==> config.mk <==
export PLATFORM = sky130hd
export DESIGN_NAME = multdiv_sequencer_flat
export DESIGN_NICKNAME = d
export VERILOG_FILES = /design/src/rtl/multdiv_sequencer_pkg.sv /design/src/rtl/multdiv_sequencer_if.sv /design/src/rtl/multdiv_sequencer_md_cycle_counter.sv /design/src/rtl/multdiv_sequencer.sv /design/src/flat_wrapper.sv
export SDC_FILE = /design/constraint.sdc
export NUM_CORES = 1
export LEC_CHECK = 0
export CAP_MARGIN = 20
export CORE_MARGIN = 2
export CORE_UTILIZATION = 45
export DETAILED_ROUTE_END_ITERATION = 6
export GPL_ROUTABILITY_DRIVEN = 0
export PLACE_DENSITY = 0.94
export SLEW_MARGIN = 20
export SYNTH_ARGS = -nofsm -noshare
export SYNTH_HDL_FRONTEND = slang
export SYNTH_HIERARCHICAL = 1
export SYNTH_SLANG_ARGS = --single-unit
export TNS_END_PERCENT = 1
==> constraint.sdc <==
create_clock -name clk_i -period 3.8 [get_ports clk_i]
set_input_delay 0.38 -clock clk_i [delete_from_list [all_inputs] [get_ports clk_i]]
set_output_delay 0.38 -clock clk_i [all_outputs]
set_load 0.02 [all_outputs]
==> src/rtl/multdiv_sequencer_pkg.sv <==
// Shared types and constants for the multdiv sequencer: FSM encoding,
// exception codes, request record and the mult/div decode constants.
package multdiv_sequencer_pkg;

  typedef enum logic [1:0] {
    S_IDLE  = 2'd0,
    S_START = 2'd1,
    S_BUSY  = 2'd2,
    S_DONE  = 2'd3
  } md_state_e;

  localparam logic [31:0] EXC_NONE        = 32'd0;
  localparam logic [31:0] EXC_MULT        = 32'd4;
  localparam logic [31:0] EXC_DIV         = 32'd5;
  localparam logic [31:0] EXC_TIMEOUT_DEF = 32'd7;

  localparam logic [4:0] OPC_ALU    = 5'b00000;
  localparam logic [4:0] ALUOP_MULT = 5'b00110;
  localparam logic [4:0] ALUOP_DIV  = 5'b00111;

  typedef struct packed {
    logic        is_div;
    logic [4:0]  tag;
    logic [31:0] a;
    logic [31:0] b;
  } md_req_t;

  // Decode helper for the execute stage that generates op_valid.
  function automatic logic is_multdiv_op(input logic [4:0] opcode,
                                         input logic [4:0] aluop);
    return (opcode == OPC_ALU) && ((aluop == ALUOP_MULT) || (aluop == ALUOP_DIV));
  endfunction

  function automatic logic [31:0] md_exc_code(input logic exc, input logic is_div);
    if (!exc)   return EXC_NONE;
    if (is_div) return EXC_DIV;
    return EXC_MULT;
  endfunction

endpackage

==> src/rtl/multdiv_sequencer_if.sv <==
// Execute-stage / multdiv-unit bundle seen by the sequencer.
interface multdiv_sequencer_if;
  logic        op_valid;
  logic        op_is_div;
  logic [4:0]  op_tag;
  logic [31:0] operand_a;
  logic [31:0] operand_b;
  logic        flush;
  logic        md_result_rdy;
  logic [31:0] md_result;
  logic        md_exception;

  logic        md_start_mult;
  logic        md_start_div;
  logic [31:0] md_operand_a;
  logic [31:0] md_operand_b;
  logic        stall;
  logic        result_valid;
  logic [31:0] result;
  logic [4:0]  result_tag;
  logic [31:0] exc_code;

  modport slave (
    input  op_valid, op_is_div, op_tag, operand_a, operand_b, flush,
           md_result_rdy, md_result, md_exception,
    output md_start_mult, md_start_div, md_operand_a, md_operand_b, stall,
           result_valid, result, result_tag, exc_code
  );

  modport master (
    output op_valid, op_is_div, op_tag, operand_a, operand_b, flush,
           md_result_rdy, md_result, md_exception,
    input  md_start_mult, md_start_div, md_operand_a, md_operand_b, stall,
           result_valid, result, result_tag, exc_code
  );
endinterface

==> src/rtl/multdiv_sequencer_md_cycle_counter.sv <==
// Saturating up-counter with synchronous clear, used as the BUSY timeout clock.
module md_cycle_counter #(
  parameter int CNT_W = 6
) (
  input  logic             clk_i,
  input  logic             rst_ni,
  input  logic             clr_i,
  input  logic             en_i,
  output logic [CNT_W-1:0] cnt_o
);
  logic [CNT_W-1:0] cnt_q, cnt_d;

  always_comb begin
    cnt_d = cnt_q;
    if (clr_i)                      cnt_d = '0;
    else if (en_i && (cnt_q != '1)) cnt_d = cnt_q + CNT_W'(1);
  end

  always_ff @(posedge clk_i or negedge rst_ni) begin
    if (!rst_ni) cnt_q <= '0;
    else         cnt_q <= cnt_d;
  end

  assign cnt_o = cnt_q;
endmodule

==> src/rtl/multdiv_sequencer.sv <==
// Drives the shared multdiv unit for the execute stage: latch request, one
// start pulse, wait for ready (with timeout), report result and hold stall.
module multdiv_sequencer
  import multdiv_sequencer_pkg::*;
#(
  parameter int          MAX_CYCLES  = 40,
  parameter int          CNT_W       = 6,
  parameter logic [31:0] TIMEOUT_EXC = EXC_TIMEOUT_DEF
) (
  input logic                clk_i,
  input logic                rst_ni,
  multdiv_sequencer_if.slave bus
);
  md_state_e        state_q;
  md_req_t          req_q;
  logic             start_mult_q, start_div_q, rv_q;
  logic [31:0]      result_q, exc_q;
  logic [4:0]       tag_q;
  logic [CNT_W-1:0] cnt;
  logic             timeout, accept, stall_c;

  md_cycle_counter #(.CNT_W(CNT_W)) u_cnt (
    .clk_i  (clk_i),
    .rst_ni (rst_ni),
    .clr_i  (state_q == S_START),
    .en_i   (state_q == S_BUSY),
    .cnt_o  (cnt)
  );

  assign timeout = (cnt == CNT_W'(MAX_CYCLES - 1));
  assign accept  = bus.op_valid && !bus.flush;

  always_ff @(posedge clk_i or negedge rst_ni) begin
    if (!rst_ni) begin
      state_q      <= S_IDLE;
      req_q        <= '0;
      start_mult_q <= 1'b0;
      start_div_q  <= 1'b0;
      rv_q         <= 1'b0;
      result_q     <= '0;
      exc_q        <= '0;
      tag_q        <= '0;
    end else begin
      start_mult_q <= 1'b0;
      start_div_q  <= 1'b0;
      rv_q         <= 1'b0;
      case (state_q)
        S_IDLE: begin
          if (accept) begin
            req_q        <= '{is_div: bus.op_is_div, tag: bus.op_tag,
                              a: bus.operand_a, b: bus.operand_b};
            start_mult_q <= !bus.op_is_div;
            start_div_q  <= bus.op_is_div;
            state_q      <= S_START;
          end
        end
        S_START: state_q <= bus.flush ? S_IDLE : S_BUSY;
        S_BUSY: begin
          // Flush beats completion; ready beats timeout.
          if (bus.flush) begin
            state_q <= S_IDLE;
          end else if (bus.md_result_rdy) begin
            result_q <= bus.md_result;
            exc_q    <= md_exc_code(bus.md_exception, req_q.is_div);
            tag_q    <= req_q.tag;
            rv_q     <= 1'b1;
            state_q  <= S_DONE;
          end else if (timeout) begin
            result_q <= '0;
            exc_q    <= TIMEOUT_EXC;
            tag_q    <= req_q.tag;
            rv_q     <= 1'b1;
            state_q  <= S_DONE;
          end
        end
        // op_valid here is the instruction just completed; never re-accept it.
        S_DONE:  state_q <= S_IDLE;
        default: state_q <= S_IDLE;
      endcase
    end
  end

  always_comb begin
    stall_c = 1'b0;
    case (state_q)
      S_IDLE:          stall_c = accept;
      S_START, S_BUSY: stall_c = !bus.flush;
      default:         stall_c = 1'b0;
    endcase
  end

  assign bus.stall         = stall_c && rst_ni;
  assign bus.md_start_mult = start_mult_q;
  assign bus.md_start_div  = start_div_q;
  assign bus.md_operand_a  = req_q.a;
  assign bus.md_operand_b  = req_q.b;
  assign bus.result_valid  = rv_q;
  assign bus.result        = result_q;
  assign bus.result_tag    = tag_q;
  assign bus.exc_code      = exc_q;
endmodule

==> src/flat_wrapper.sv <==
// flat-port wrapper written by rule: the top's interface ports become plain ports
module multdiv_sequencer_flat import multdiv_sequencer_pkg::*;
#(
  parameter int          MAX_CYCLES  = 40,
  parameter int          CNT_W       = 6,
  parameter logic [31:0] TIMEOUT_EXC = EXC_TIMEOUT_DEF
)
  (clk_i, rst_ni, bus_op_valid, bus_op_is_div, bus_op_tag, bus_operand_a, bus_operand_b, bus_flush, bus_md_result_rdy, bus_md_result, bus_md_exception, bus_md_start_mult, bus_md_start_div, bus_md_operand_a, bus_md_operand_b, bus_stall, bus_result_valid, bus_result, bus_result_tag, bus_exc_code);
  multdiv_sequencer_if bus_i ();
  input logic clk_i;
  input logic rst_ni;
  input wire logic [$bits(bus_i.op_valid)-1:0] bus_op_valid;
  input wire logic [$bits(bus_i.op_is_div)-1:0] bus_op_is_div;
  input wire logic [$bits(bus_i.op_tag)-1:0] bus_op_tag;
  input wire logic [$bits(bus_i.operand_a)-1:0] bus_operand_a;
  input wire logic [$bits(bus_i.operand_b)-1:0] bus_operand_b;
  input wire logic [$bits(bus_i.flush)-1:0] bus_flush;
  input wire logic [$bits(bus_i.md_result_rdy)-1:0] bus_md_result_rdy;
  input wire logic [$bits(bus_i.md_result)-1:0] bus_md_result;
  input wire logic [$bits(bus_i.md_exception)-1:0] bus_md_exception;
  output wire logic [$bits(bus_i.md_start_mult)-1:0] bus_md_start_mult;
  output wire logic [$bits(bus_i.md_start_div)-1:0] bus_md_start_div;
  output wire logic [$bits(bus_i.md_operand_a)-1:0] bus_md_operand_a;
  output wire logic [$bits(bus_i.md_operand_b)-1:0] bus_md_operand_b;
  output wire logic [$bits(bus_i.stall)-1:0] bus_stall;
  output wire logic [$bits(bus_i.result_valid)-1:0] bus_result_valid;
  output wire logic [$bits(bus_i.result)-1:0] bus_result;
  output wire logic [$bits(bus_i.result_tag)-1:0] bus_result_tag;
  output wire logic [$bits(bus_i.exc_code)-1:0] bus_exc_code;
  assign bus_i.op_valid = bus_op_valid;
  assign bus_i.op_is_div = bus_op_is_div;
  assign bus_i.op_tag = bus_op_tag;
  assign bus_i.operand_a = bus_operand_a;
  assign bus_i.operand_b = bus_operand_b;
  assign bus_i.flush = bus_flush;
  assign bus_i.md_result_rdy = bus_md_result_rdy;
  assign bus_i.md_result = bus_md_result;
  assign bus_i.md_exception = bus_md_exception;
  assign bus_md_start_mult = bus_i.md_start_mult;
  assign bus_md_start_div = bus_i.md_start_div;
  assign bus_md_operand_a = bus_i.md_operand_a;
  assign bus_md_operand_b = bus_i.md_operand_b;
  assign bus_stall = bus_i.stall;
  assign bus_result_valid = bus_i.result_valid;
  assign bus_result = bus_i.result;
  assign bus_result_tag = bus_i.result_tag;
  assign bus_exc_code = bus_i.exc_code;
  multdiv_sequencer #(.MAX_CYCLES(MAX_CYCLES), .CNT_W(CNT_W), .TIMEOUT_EXC(TIMEOUT_EXC)) u_core (.clk_i(clk_i), .rst_ni(rst_ni), .bus(bus_i));
endmodule
Word-level counts from Yosys, hierarchy flattened:

Index checks and enable logic that the tools add are counted.

* flip-flop bits (word level): 150
* bits of input ports: 108
* output and inout bits: 137
* logic and storage cells: 69

* add/sub/neg operators: 1
* equality and inequality tests: 7
* multiplexer cells: 36
* bitwise gates (word level): 1
* reduce and logical (&&, ||, !) cells: 12

Operators with widths (number)
* 2-to-1 mux 32 bit: 8
* 2-to-1 mux 1 bit: 17
* 2-to-1 mux 6 bit: 2
* 2-to-1 mux 2 bit: 5
* 2-to-1 mux 5 bit: 2
* case mux 2 bit (4 select lines): 1
* adder 6 x 1 -> 6 bit (second input constant): 1
* == test 6 bit (second input constant): 1
* inequality test 6 bit (second input constant): 1
* == test 2 bit (second input constant): 2
* inequality test 4 x 3 -> 1 bit (second input constant): 1
* AND reduction 2 bit: 2
* nonzero test 2 bit: 2
* logical AND 1 bit: 3
* AND reduction 3 bit: 1
* == test 2 x 1 -> 1 bit (second input constant): 1
* logical NOT 1 bit: 2
* logical NOT 2 bit: 1
* inequality test 2 x 1 -> 1 bit (second input constant): 1
* case mux 1 bit (2 select lines): 1
* OR reduction 2 bit: 1
* inverter 1 bit: 1

Longest topological paths before layout:

Gate-level depths: netlist of the first run.

* depth after elaboration: 11
* depth in mapped cells: 7
* depth with buffers taken out: 6

Modules after synthesis:

Netlist of the first run, hierarchy kept.

Modules (own cells, without submodules)
* multdiv_sequencer: times used 1, cells each 366, area an instance 5099.9 sq um, sequential area each 2877.8 sq um
* md_cycle_counter: times used 1, cells each 35, area an instance 345.3 sq um, sequential area each 150.1 sq um

Worst setup path after synthesis of the first run:

No wires, ideal clock.

* kind: register -> output
* from: reg u_core.state_q[0]
* to: out bus_stall
* data arrival time: 1.360 ns
* required time: 3.420 ns
* slack: 2.060 ns
* cell stages (with the launch flop): 8
* path buffers: 2
* cell sequence: dfrtp_1 > inv_1 > ha_1 > nand3b_1 > buf_4 > buf_6 > o21ai_0 > and3b_1

* longest elaborated chain between the ends: 4
* elaborated cells between the ends (all ways): 6
* classes of those cells: eq/ne (2); mux (1); reduce/logical (3)

RTL lines
* start, declared: RTL line multdiv_sequencer.sv:14 `md_state_e state_q;`
* start signal, assigned: RTL line multdiv_sequencer.sv:57 `S_START: state_q <= bus.flush ? S_IDLE : S_BUSY;`
* == test 2 x 1 -> 1 bit or == test 2 bit (tied branches): RTL line multdiv_sequencer.sv:85 `case (state_q)`
* OR reduction 2 bit: RTL line multdiv_sequencer.sv:85
* case mux 1 bit (2 select lines) (*): RTL line multdiv_sequencer.sv:85
* logical AND 1 bit (*): RTL line multdiv_sequencer.sv:92 `assign bus.stall = stall_c && rst_ni;`
* end, declared: RTL line flat_wrapper.sv:25 `output wire logic [$bits(bus_i.stall)-1:0] bus_stall;`

Mark *: on every way between the ends. The rest lies on a longest branch, timed or not.

Worst setup path in the final report of the first run:

* from: in rst_ni
* to: out bus_stall

* longest elaborated chain between the ends: 1

RTL lines
* start, declared: RTL line flat_wrapper.sv:11 `input logic rst_ni;`
* logical AND 1 bit: RTL line multdiv_sequencer.sv:92

No other way between the ends.

==> flow_summary_export.csv, run 1 <==
group,metric,value,unit
run_status,outcome,"finished, final reports clean",
synth,ys_types,39,
floorplanning,dieWidth,114,um
sta,report.final.slew_viol_count,0,
finish,register_area,3030,um2
sta,period_minus_slack,2.50,ns
power_and_ir_drop,design_power_total,6.67,mW
place,place_area,7060,um2
synth,synth_common_cells,"dfrtp_1 (121), buf_4 (94), mux2_2 (74)",
sta,setup_viol,0,
worst_setup_path,rrSetupSlack,1.60,ns
synth,yosysTopAreaCell,"dfrtp_1",
finish,nFillCells,839,
finish,finish.instance_area,7730,um2
power_and_ir_drop,p_per_area,863,nW/um2
synth,seq_area_frac_synth,55.6,%
sta,slew_headroom,38.3,%
sta,fin_skew,0.00865,ns
global_route,antenna_found_initial,0,
power_and_ir_drop,power_switching,2.18,mW
synth,synth.most_common_cell,"dfrtp_1",
synth,postSynth.asyncResetShare,100,%
synth,yosys_warnings,6,
cts,clkTransAtPathRegs,0.06,ns
sta,report.final.hold_viol_count,0,
global_route,grt_overflow,0,
hold_path,hold_path.class,"input pin to async pin",
cts,cts_tree,"built",
global_route,grt_pass1_wl,18500,um
global_route,grtUsageTotal,18.5,%
floorplanning,rows,40,
finish,area_growth,42.0,%
worst_setup_path,r2r_end,"u_core/bus.result_tag[3]$_DFFE_PN0P_",
synth,synthCells,401,
floorplanning,design.core.area,11900,um2
synth,syn_area,5450,um2
worst_setup_path,crit_fanout,32,
finish,final_nets,673,
synth,ys.flop_type,"dfrtp_1",
worst_setup_path,r2r-start,"u_core/state_q[0]$_DFFE_PN0P_",
finish,num_antenna_cells,0,
worst_setup_path,critPathLaunchType,"input pin",
cts,post_cts_resized,0,
flow_run,max_cap_viol_count,0,
sta,post-route-period-util,65.7,%
power_and_ir_drop,seq_power_share,32.5,%
cts,clock_path_buffers,2,
detailed_routing,routed_wl,12000,um
place,io_buffers,215,
sta,finalSetupTns,0,ns
detailed_routing,drt_pass1_iterations,4,
finish,fin_cells,719,
finish,layout-drive-gt1-share,20.5,%
floorplanning,io_pins,245,
cts,cts_setup_buffers,0,
detailed_routing,viasPerCell,4.88,
place,dp.cells,686,
worst_setup_path,cp.required,3.42,ns
detailed_routing,drt-wirelength-per-cell,16.7,um
synth,yosysTopAreaCellShare,55.6,%
detailed_routing,postRouteAntennaNets,0,
worst_setup_path,critPathKind,"input pin to output port",
worst_setup_path,crit_arrival,2.12,ns
detailed_routing,num_vias,3511,
floorplanning,die_y,114,um
synth,ys_ff_latch,121,
finish,fin_util,64.9,%
global_route,grt_start_max_net_pins,73,
cts,numCtsBuffers,17,
worst_setup_path,worstRegToRegCells,6,
cts,cts_hold_buf,1,
power_and_ir_drop,comb_power_share,40.7,%
finish,multi_input_area,1630,um2
detailed_routing,drcViolationCount,0,
synth,ys_top_cells_by_area,"dfrtp_1 (56%), mux2_2 (15%), buf_4 (13%), a22o_1 (4.8%), buf_6 (2.3%)",
synth,synth_edf_count,0,
power_and_ir_drop,p_leak,3.41,nW
detailed_routing,drt_iter0_drc,183,
power_and_ir_drop,vdd_drop_max,0.000377,V
sta,worstMarginPinSlew,0.923,ns
floorplanning,dieArea,13000,um2
power_and_ir_drop,pwr-share-clk,26.8,%
cts,htreeDepth,4,
worst_setup_path,worst_setup_path_end_kind,"output port",
synth,syn_area_per_cell,13.6,um2
power_and_ir_drop,internal-power,4.49,mW
sta,rsz0062_at_grt,"false",
sta,fmax,400,MHz
global_route,grt_pass1_vias,3671,
cts,clock-sinks,121,
place,post-dp-hpwl,8420,um
cts,clkLatencyLatePin,0.41,ns
power_and_ir_drop,p_sw_share,32.7,%
cts,cts_root_buf,"clkbuf_16",
floorplanning,start_util,45.7,%
state kept, by name, indices dropped and copies added, names as in the netlist:
register / count
u_core/bus.result_valid: 1
u_core/bus.result_tag: 5
u_core/bus.md_start_div: 1
u_core/bus.md_start_mult: 1
u_core/bus.md_operand_b: 32
u_core/bus.exc_code: 3
u_core/req_q: 6
u_core/u_cnt/cnt_o: 6
u_core/bus.md_operand_a: 32
u_core/state_q: 2
u_core/bus.result: 32
worst max-delay path by stage:
| stage | from | slack (ns) | end | cells past startpoint |
|---|---|---|---|---|
| global route | rst_ni | 1.18 | bus_stall | 4 |
| floorplan | u_core/state_q[0]$_DFFE_PN0P_ | 2.06 | bus_stall | 7 |
| global placement | bus_flush | 1.47 | u_core/bus.md_operand_a[28]$_DFFE_PN0P_ | 4 |
| finish | rst_ni | 1.30 | bus_stall | 4 |
| CTS | rst_ni | 1.27 | bus_stall | 4 |
| detailed placement | bus_flush | 1.40 | u_core/bus.md_operand_a[22]$_DFFE_PN0P_ | 4 |
critical path: stages:
cell and delay [ns]:
dlygate4sd3_1 0.53, buf_4 0.38, and3b_1 0.22, clkdlybuf4s50_1 0.60
power groups by stage:
stage	clock network [mW]	registers (mW)	logic [mW]
floorplan	0	2.29	1.77
global placement	0	2.15	2.65
detailed placement	0	2.17	2.73
CTS	1.82	2.17	2.74
global route	1.89	2.24	2.87
finish	1.79	2.17	2.71
cell usage in the layout (no fill, tap or decap), types with 2 or more instances in the layout:
master	synthesis	final
clkdlybuf4s50_1	0	214
dfrtp_1	121	121
mux2_2	74	74
a22o_1	30	30
conb_1	1	29
clkbuf_16	0	17
inv_1	8	8
nor2_1	7	7
ha_1	6	6
bufinv_16	0	5
buf_4	94	5
clkinv_4	0	4
o21ai_0	4	4
nand2_1	4	4
inv_6	1	3
clkinvlp_4	0	2
and2_1	2	2
a22o_2	2	2
a21oi_1	2	2
a2bb2oi_1	2	2
nand3_1	2	2
a31oi_1	2	2
a211oi_1	2	2
nor3b_1	2	2
nand4_1	2	2
o311ai_0	2	2
area by class of cell:
type / instances / area share [%]
sequential: 121 / 39.1
inverter: 9 / 0.501
tap: 147 / 2.38
clock inverter: 13 / 2.81
clock buffer: 19 / 5.73
multi-input combinational: 190 / 21.1
timing repair buffer: 220 / 28.3
stage by stage:
stage               hold WS, ns  worst slack (ns)
floorplan                0.0844              2.06
global placement          0.341              1.47
detailed placement        0.353              1.40
CTS                       0.460              1.27
global route              0.509              1.18
finish                    0.463              1.30
cells by family after synthesis:
logic type | count (synthesis) | synth area share (%)
compound gates | 53 | 8.11
fa+ha+maj | 6 | 1.38
buf+inv | 118 | 16.3
flops | 121 | 55.6
mux | 75 | 15.5
other cells | 1 | 0.0689
simple gates | 27 | 3.03
per-layer routing:
layer	routed length, um	vias up	GRT usage, %
met4	187	0	5.85
li1	-	1594	-
met3	959	16	6.54
met5	0	-	0
met2	6130	169	31.9
met1	4710	1732	21.7
No activity file was read; power rests on OpenSTA's default activity.
==> inputs of run 2 (changes only) <==
Settings changed: CORE_UTILIZATION 45 to 42, PLACE_DENSITY 0.94 to 0.89.
Clock period 3.8 ns to 2.3 ns, I/O delays scaled along.
==> run 2 against run 1 <==
Effect of this change: count of clock-buffer cells in the layout rose by 5; global-route usage fell by 1.4 points; hold slack got worse by 0.077 ns; sequential share of layout area rose by 0.29 points; wire length fell by 1.5%; critical endpoint unchanged; largest cell class unchanged.
==> flow_summary_export.csv, run 2 (synthesis results as in run 1) <==
group,metric,value,unit
run_status,outcome,"finished, final reports clean",
sta,slew_headroom,57.5,%
finish,final_nets,674,
floorplanning,start_util,43.1,%
worst_setup_path,worst_setup_path_end_kind,"output port",
floorplanning,design.core.area,12600,um2
global_route,grt_pass1_vias,3576,
worst_setup_path,cp.required,2.07,ns
sta,report.final.slew_viol_count,0,
cts,clock_path_buffers,2,
worst_setup_path,startpoint,"u_core/state_q[0]$_DFFE_PN0P_",
place,place_ws,0.262,ns
worst_setup_path,critPathKind,"register to output port",
sta,worstMarginPinSlew,0.637,ns
power_and_ir_drop,p_per_area,1370,nW/um2
global_route,grt_start_max_net_pins,122,
cts,clkLatencyLatePin,0.41,ns
sta,fmax,478,MHz
finish,register_area,3030,um2
finish,final_common_cell,"clkdlybuf4s50_1",
worst_setup_path,critPathLaunchType,"register",
finish,layout-drive-gt1-share,19.3,%
worst_setup_path,crit_fanout,4,
global_route,antenna_found_initial,0,
worst_setup_path,rrSetupSlack,0.23,ns
detailed_routing,drt-wirelength-per-cell,15.9,um
finish,layout_common_cells,"clkdlybuf4s50_1 (213), dfrtp_1 (121), mux2_2 (74)",
power_and_ir_drop,p_leak,3.38,nW
sta,period_minus_slack,2.09,ns
sta,worst_slack,0.210,ns
detailed_routing,drcViolationCount,0,
worst_setup_path,crit_arrival,1.86,ns
flow_run,max_cap_viol_count,0,
detailed_routing,routed_wl,11800,um
cts,numCtsBuffers,17,
cts,cts_setup_buffers,0,
cts,clock-sinks,121,
detailed_routing,viasPerCell,4.70,
floorplanning,io_pins,245,
global_route,grt_overflow,0,
worst_setup_path,r2r_end,"u_core/bus.result_tag[1]$_DFFE_PN0P_",
finish,fin_cells,741,
sta,post-route-period-util,90.9,%
floorplanning,dieArea,13900,um2
global_route,grtUsageTotal,17.1,%
finish,multi_input_area,1630,um2
cts,cts_root_buf,"clkbuf_16",
place,dp.cells,712,
cts,htreeDepth,4,
floorplanning,dieWidth,118,um
finish,nFillCells,983,
worst_setup_path,worstRegToRegCells,6,
sta,setup_viol,0,
sta,rsz0062_at_grt,"false",
detailed_routing,postRouteAntennaNets,0,
sta,report.final.hold_viol_count,0,
detailed_routing,num_vias,3479,
floorplanning,rows,41,
place,post-dp-hpwl,8360,um
global_route,grt_pass1_wl,18600,um
power_and_ir_drop,design_power_total,10.5,mW
detailed_routing,drt_iter0_drc,179,
sta,finalSetupTns,0,ns
cts,clkTransAtPathRegs,0.05,ns
worst_setup_path,endpoint,"bus_stall",
sta,fin_skew,0.00552,ns
place,io_buffers,215,
floorplanning,die_y,118,um
worst_setup_path,r2r-start,"u_core/state_q[0]$_DFFE_PN0P_",
detailed_routing,drt_pass1_iterations,4,
cts,cts_tree,"built",
finish,num_antenna_cells,0,
hold_path,hold_path.class,"input pin to register",
power_and_ir_drop,vdd_drop_max,0.000651,V
finish,area_growth,41.0,%
run 2: cell count changes in the layout (fill, tap and decap cells not counted):
cell | before | now
buf_12 | 0 | 2
buf_4 | 5 | 4
bufinv_16 | 5 | 2
clkbuf_1 | 1 | 5
clkbuf_8 | 1 | 2
clkdlybuf4s50_1 | 214 | 213
clkinv_2 | 0 | 2
clkinv_4 | 4 | 0
clkinvlp_4 | 2 | 0
dlygate4sd2_1 | 0 | 1
inv_6 | 3 | 1
run 2: critical path: stages, from the launching register on:
cell and delay [ns]:
dfrtp_1 0.40, inv_1 0.14, ha_1 0.18, nand3b_1 0.14, o21ai_0 0.11, and3b_1 0.17
dlygate4sd2_1 0.33
run 2: per-layer routing:
metal,share of wire [%],up-vias,track usage [%]
met5,0,-,0
met4,1.8,0,7.53
met3,8.4,20,6.15
met2,47,195,27.4
met1,43,1675,20.9
li1,-,1589,-
run 2: layout make-up:
cell class              instances  area share, %
flip-flops and latches        121           39.4
repair buffers                221           28.9
multi-input cells             190           21.3
clock buffers                  24           6.14
well taps                     172           2.80
clock inverters                 4          0.912
inverters                       9          0.505
run 2: what timing repair did:
item	in CTS	in global routing
resized for setup	1	0
hold buffers	1	0
hold endpoints to repair	15	0
endpoints found under the setup margin	1	0
run 2: per-stage QoR:
stage          instance area (um2)  utilization (%)  hold WS, ns
2_1_floorplan                 5550                -      -0.0656
3_3_place_gp                  7130             56.5        0.430
3_5_place_dp                  7130             56.5        0.437
4_1_cts                       7680             60.8        0.370
5_1_grt                       7680             60.8        0.394
6_report                      7680             60.8        0.386
run 2: report_power, final:
part | leakage [nW] | internal (mW) | switching, mW
registers | 1.50 | 3.06 | 0.517
clock network | 0.266 | 1.62 | 0.838
logic | 1.62 | 2.41 | 2.07
total | 3.38 | 7.09 | 3.43
run 2: worst min-delay path by stage:
stage | start | end | depth (start not counted)
after detailed placement | rst_ni | u_core/bus.md_operand_a[25]$_DFFE_PN0P_ | 2
after floorplan | rst_ni | u_core/bus.exc_code[0]$_DFFE_PN0P_ | 0
after CTS | bus_op_is_div | u_core/bus.md_start_mult$_DFF_PN0_ | 2
after global routing | bus_op_is_div | u_core/bus.md_start_mult$_DFF_PN0_ | 2
after global placement | rst_ni | u_core/req_q[69]$_DFFE_PN0P_ | 2
final | bus_op_is_div | u_core/bus.md_start_mult$_DFF_PN0_ | 2
==> inputs of run 3 (changes only) <==
Settings changed: CORE_MARGIN 2 to unset.
==> run 3 against run 2 <==
Effect of this change: clock power increased by 9.8%; sequential cell count unchanged; utilization rose by 0.60 points; sequential share of layout area is 0.39 points lower; non-clock buffer count is 1 higher; sequential power about the same; setup slack gained 0.011 ns; combinational power barely moved; global-route usage grew 0.22 points; register-to-register slack gained 0.22 ns; clock skew grew 0.0074 ns.
==> flow_summary_export.csv, run 3 (synthesis results as in run 1) <==
group,metric,value,unit
place,dp.cells,713,
global_route,antenna_found_initial,1,
sta,report.final.hold_viol_count,0,
worst_setup_path,cp.required,2.07,ns
sta,fmax,481,MHz
worst_setup_path,worstRegToRegCells,5,
sta,post-route-period-util,90.4,%
cts,numCtsBuffers,17,
sta,period_minus_slack,2.08,ns
cts,clock_path_buffers,2,
floorplanning,start_util,43.1,%
cts,clkLatencyLatePin,0.40,ns
worst_setup_path,startpoint,"u_core/state_q[0]$_DFFE_PN0P_",
global_route,grt_pass1_vias,3561,
floorplanning,design.core.area,12600,um2
power_and_ir_drop,vdd_drop_max,0.000595,V
finish,final_common_cell,"clkdlybuf4s50_1",
worst_setup_path,crit_fanout,4,
detailed_routing,viasPerCell,4.58,
cts,clock-sinks,121,
flow_run,max_cap_viol_count,0,
cts,htreeDepth,4,
hold_path,min_from,"bus_op_is_div",
sta,slew_headroom,58.3,%
worst_setup_path,critPathKind,"register to output port",
sta,fin_skew,0.0129,ns
floorplanning,dieWidth,116,um
floorplanning,die_y,116,um
global_route,grtUsageTotal,17.4,%
detailed_routing,postRouteAntennaNets,0,
sta,finalSetupTns,0,ns
finish,layout_common_cells,"clkdlybuf4s50_1 (213), dfrtp_1 (121), mux2_2 (74)",
finish,nFillCells,976,
global_route,grt_start_max_net_pins,122,
detailed_routing,drt_pass1_iterations,4,
floorplanning,dieArea,13400,um2
detailed_routing,num_vias,3418,
global_route,grt_overflow,0,
finish,register_area,3030,um2
finish,multi_input_area,1630,um2
power_and_ir_drop,design_power_total,10.8,mW
detailed_routing,drt-wirelength-per-cell,15.8,um
place,post-dp-hpwl,8430,um
place,io_buffers,215,
sta,rsz0062_at_grt,"false",
finish,fin_cells,746,
power_and_ir_drop,p_per_area,1390,nW/um2
sta,worstMarginPinSlew,0.625,ns
cts,clkTransAtPathRegs,0.06,ns
hold_path,min_path_cells,2,
run_status,outcome,"finished, final reports clean",
sta,report.final.slew_viol_count,0,
floorplanning,io_pins,245,
worst_setup_path,r2r-start,"u_core/u_cnt/cnt_o[3]$_DFFE_PN0P_",
sta,setup_viol,0,
global_route,grt_pass1_wl,17500,um
detailed_routing,routed_wl,11800,um
power_and_ir_drop,p_leak,3.40,nW
floorplanning,rows,41,
finish,layout-drive-gt1-share,20.8,%
finish,area_growth,42.4,%
worst_setup_path,critPathLaunchType,"register",
finish,final_nets,675,
cts,cts_root_buf,"clkbuf_16",
worst_setup_path,worst_setup_path_end_kind,"output port",
detailed_routing,drt_iter0_drc,217,
cts,cts_tree,"built",
worst_setup_path,crit_arrival,1.85,ns
detailed_routing,drcViolationCount,0,
hold_path,hold_path.class,"input pin to register",
==> run 3: critical path: stages, from the launching register on <==
cell	delay (ns)
dfrtp_1	0.40
inv_1	0.13
ha_1	0.18
nand3b_1	0.13
o21ai_0	0.10
and3b_1	0.16
dlygate4sd2_1	0.33
==> run 3: what timing repair did <==
| action | in CTS | in global routing |
|---|---|---|
| endpoints found under the hold margin | 41 | 0 |
| setup buffers | 0 | 0 |
| hold buffers | 1 | 0 |
| endpoints found under the setup margin | 1 | 0 |
| resized for setup | 1 | 0 |
==> run 3: layout make-up <==
type / count / area share (%)
sequential: 121 / 39.0
inverter: 9 / 0.500
clock buffer: 18 / 5.66
timing repair buffer: 222 / 28.7
tap: 172 / 2.78
clock inverter: 13 / 2.18
antenna: 1 / 0.0323
multi-input combinational: 190 / 21.1
==> run 3: stage by stage <==
| step | utilization [%] | hold slack (ns) | cell area (um2) | setup WS (ns) |
|---|---|---|---|---|
| 3_5_place_dp | 56.5 | 0.431 | 7140 | 0.329 |
| 6_report | 61.5 | 0.393 | 7750 | 0.220 |
| 3_3_place_gp | 56.5 | 0.424 | 7140 | 0.353 |
| 2_1_floorplan | - | -0.0656 | 5550 | 0.710 |
| 5_1_grt | 61.5 | 0.387 | 7750 | 0.0966 |
| 4_1_cts | 61.4 | 0.374 | 7750 | 0.190 |
==> run 3: where the power goes <==
group          internal [mW]  switching (mW)
Combinational           2.41            2.07
Clock                   1.74           0.966
Sequential              3.06           0.525
==> run 3: path summary, 6_finish.rpt <==
| path | endpoint | slack, ns |
|---|---|---|
| min in group asynchronous | u_core/bus.md_operand_a[20]$_DFFE_PN0P_ | 0.53 |
| worst max register to register | u_core/bus.result_tag[0]$_DFFE_PN0P_ | 0.45 |
| worst min register to register | u_core/bus.md_operand_b[5]$_DFFE_PN0P_ | 0.50 |
| worst max-delay path | bus_stall | 0.22 |
| worst min-delay path | u_core/bus.md_start_mult$_DFF_PN0_ | 0.39 |
| max in group asynchronous | u_core/bus.md_operand_b[7]$_DFFE_PN0P_ | 1.28 |
==> run 3: layer usage <==
metal / part of all wire, % / GRT usage, % / vias to the layer above
met2: 50 / 29.5 / 175
met3: 8.1 / 5.49 / 15
met1: 41 / 20.2 / 1634
met4: 1.5 / 7.26 / 0
li1: - / - / 1594
met5: 0 / 0 / -
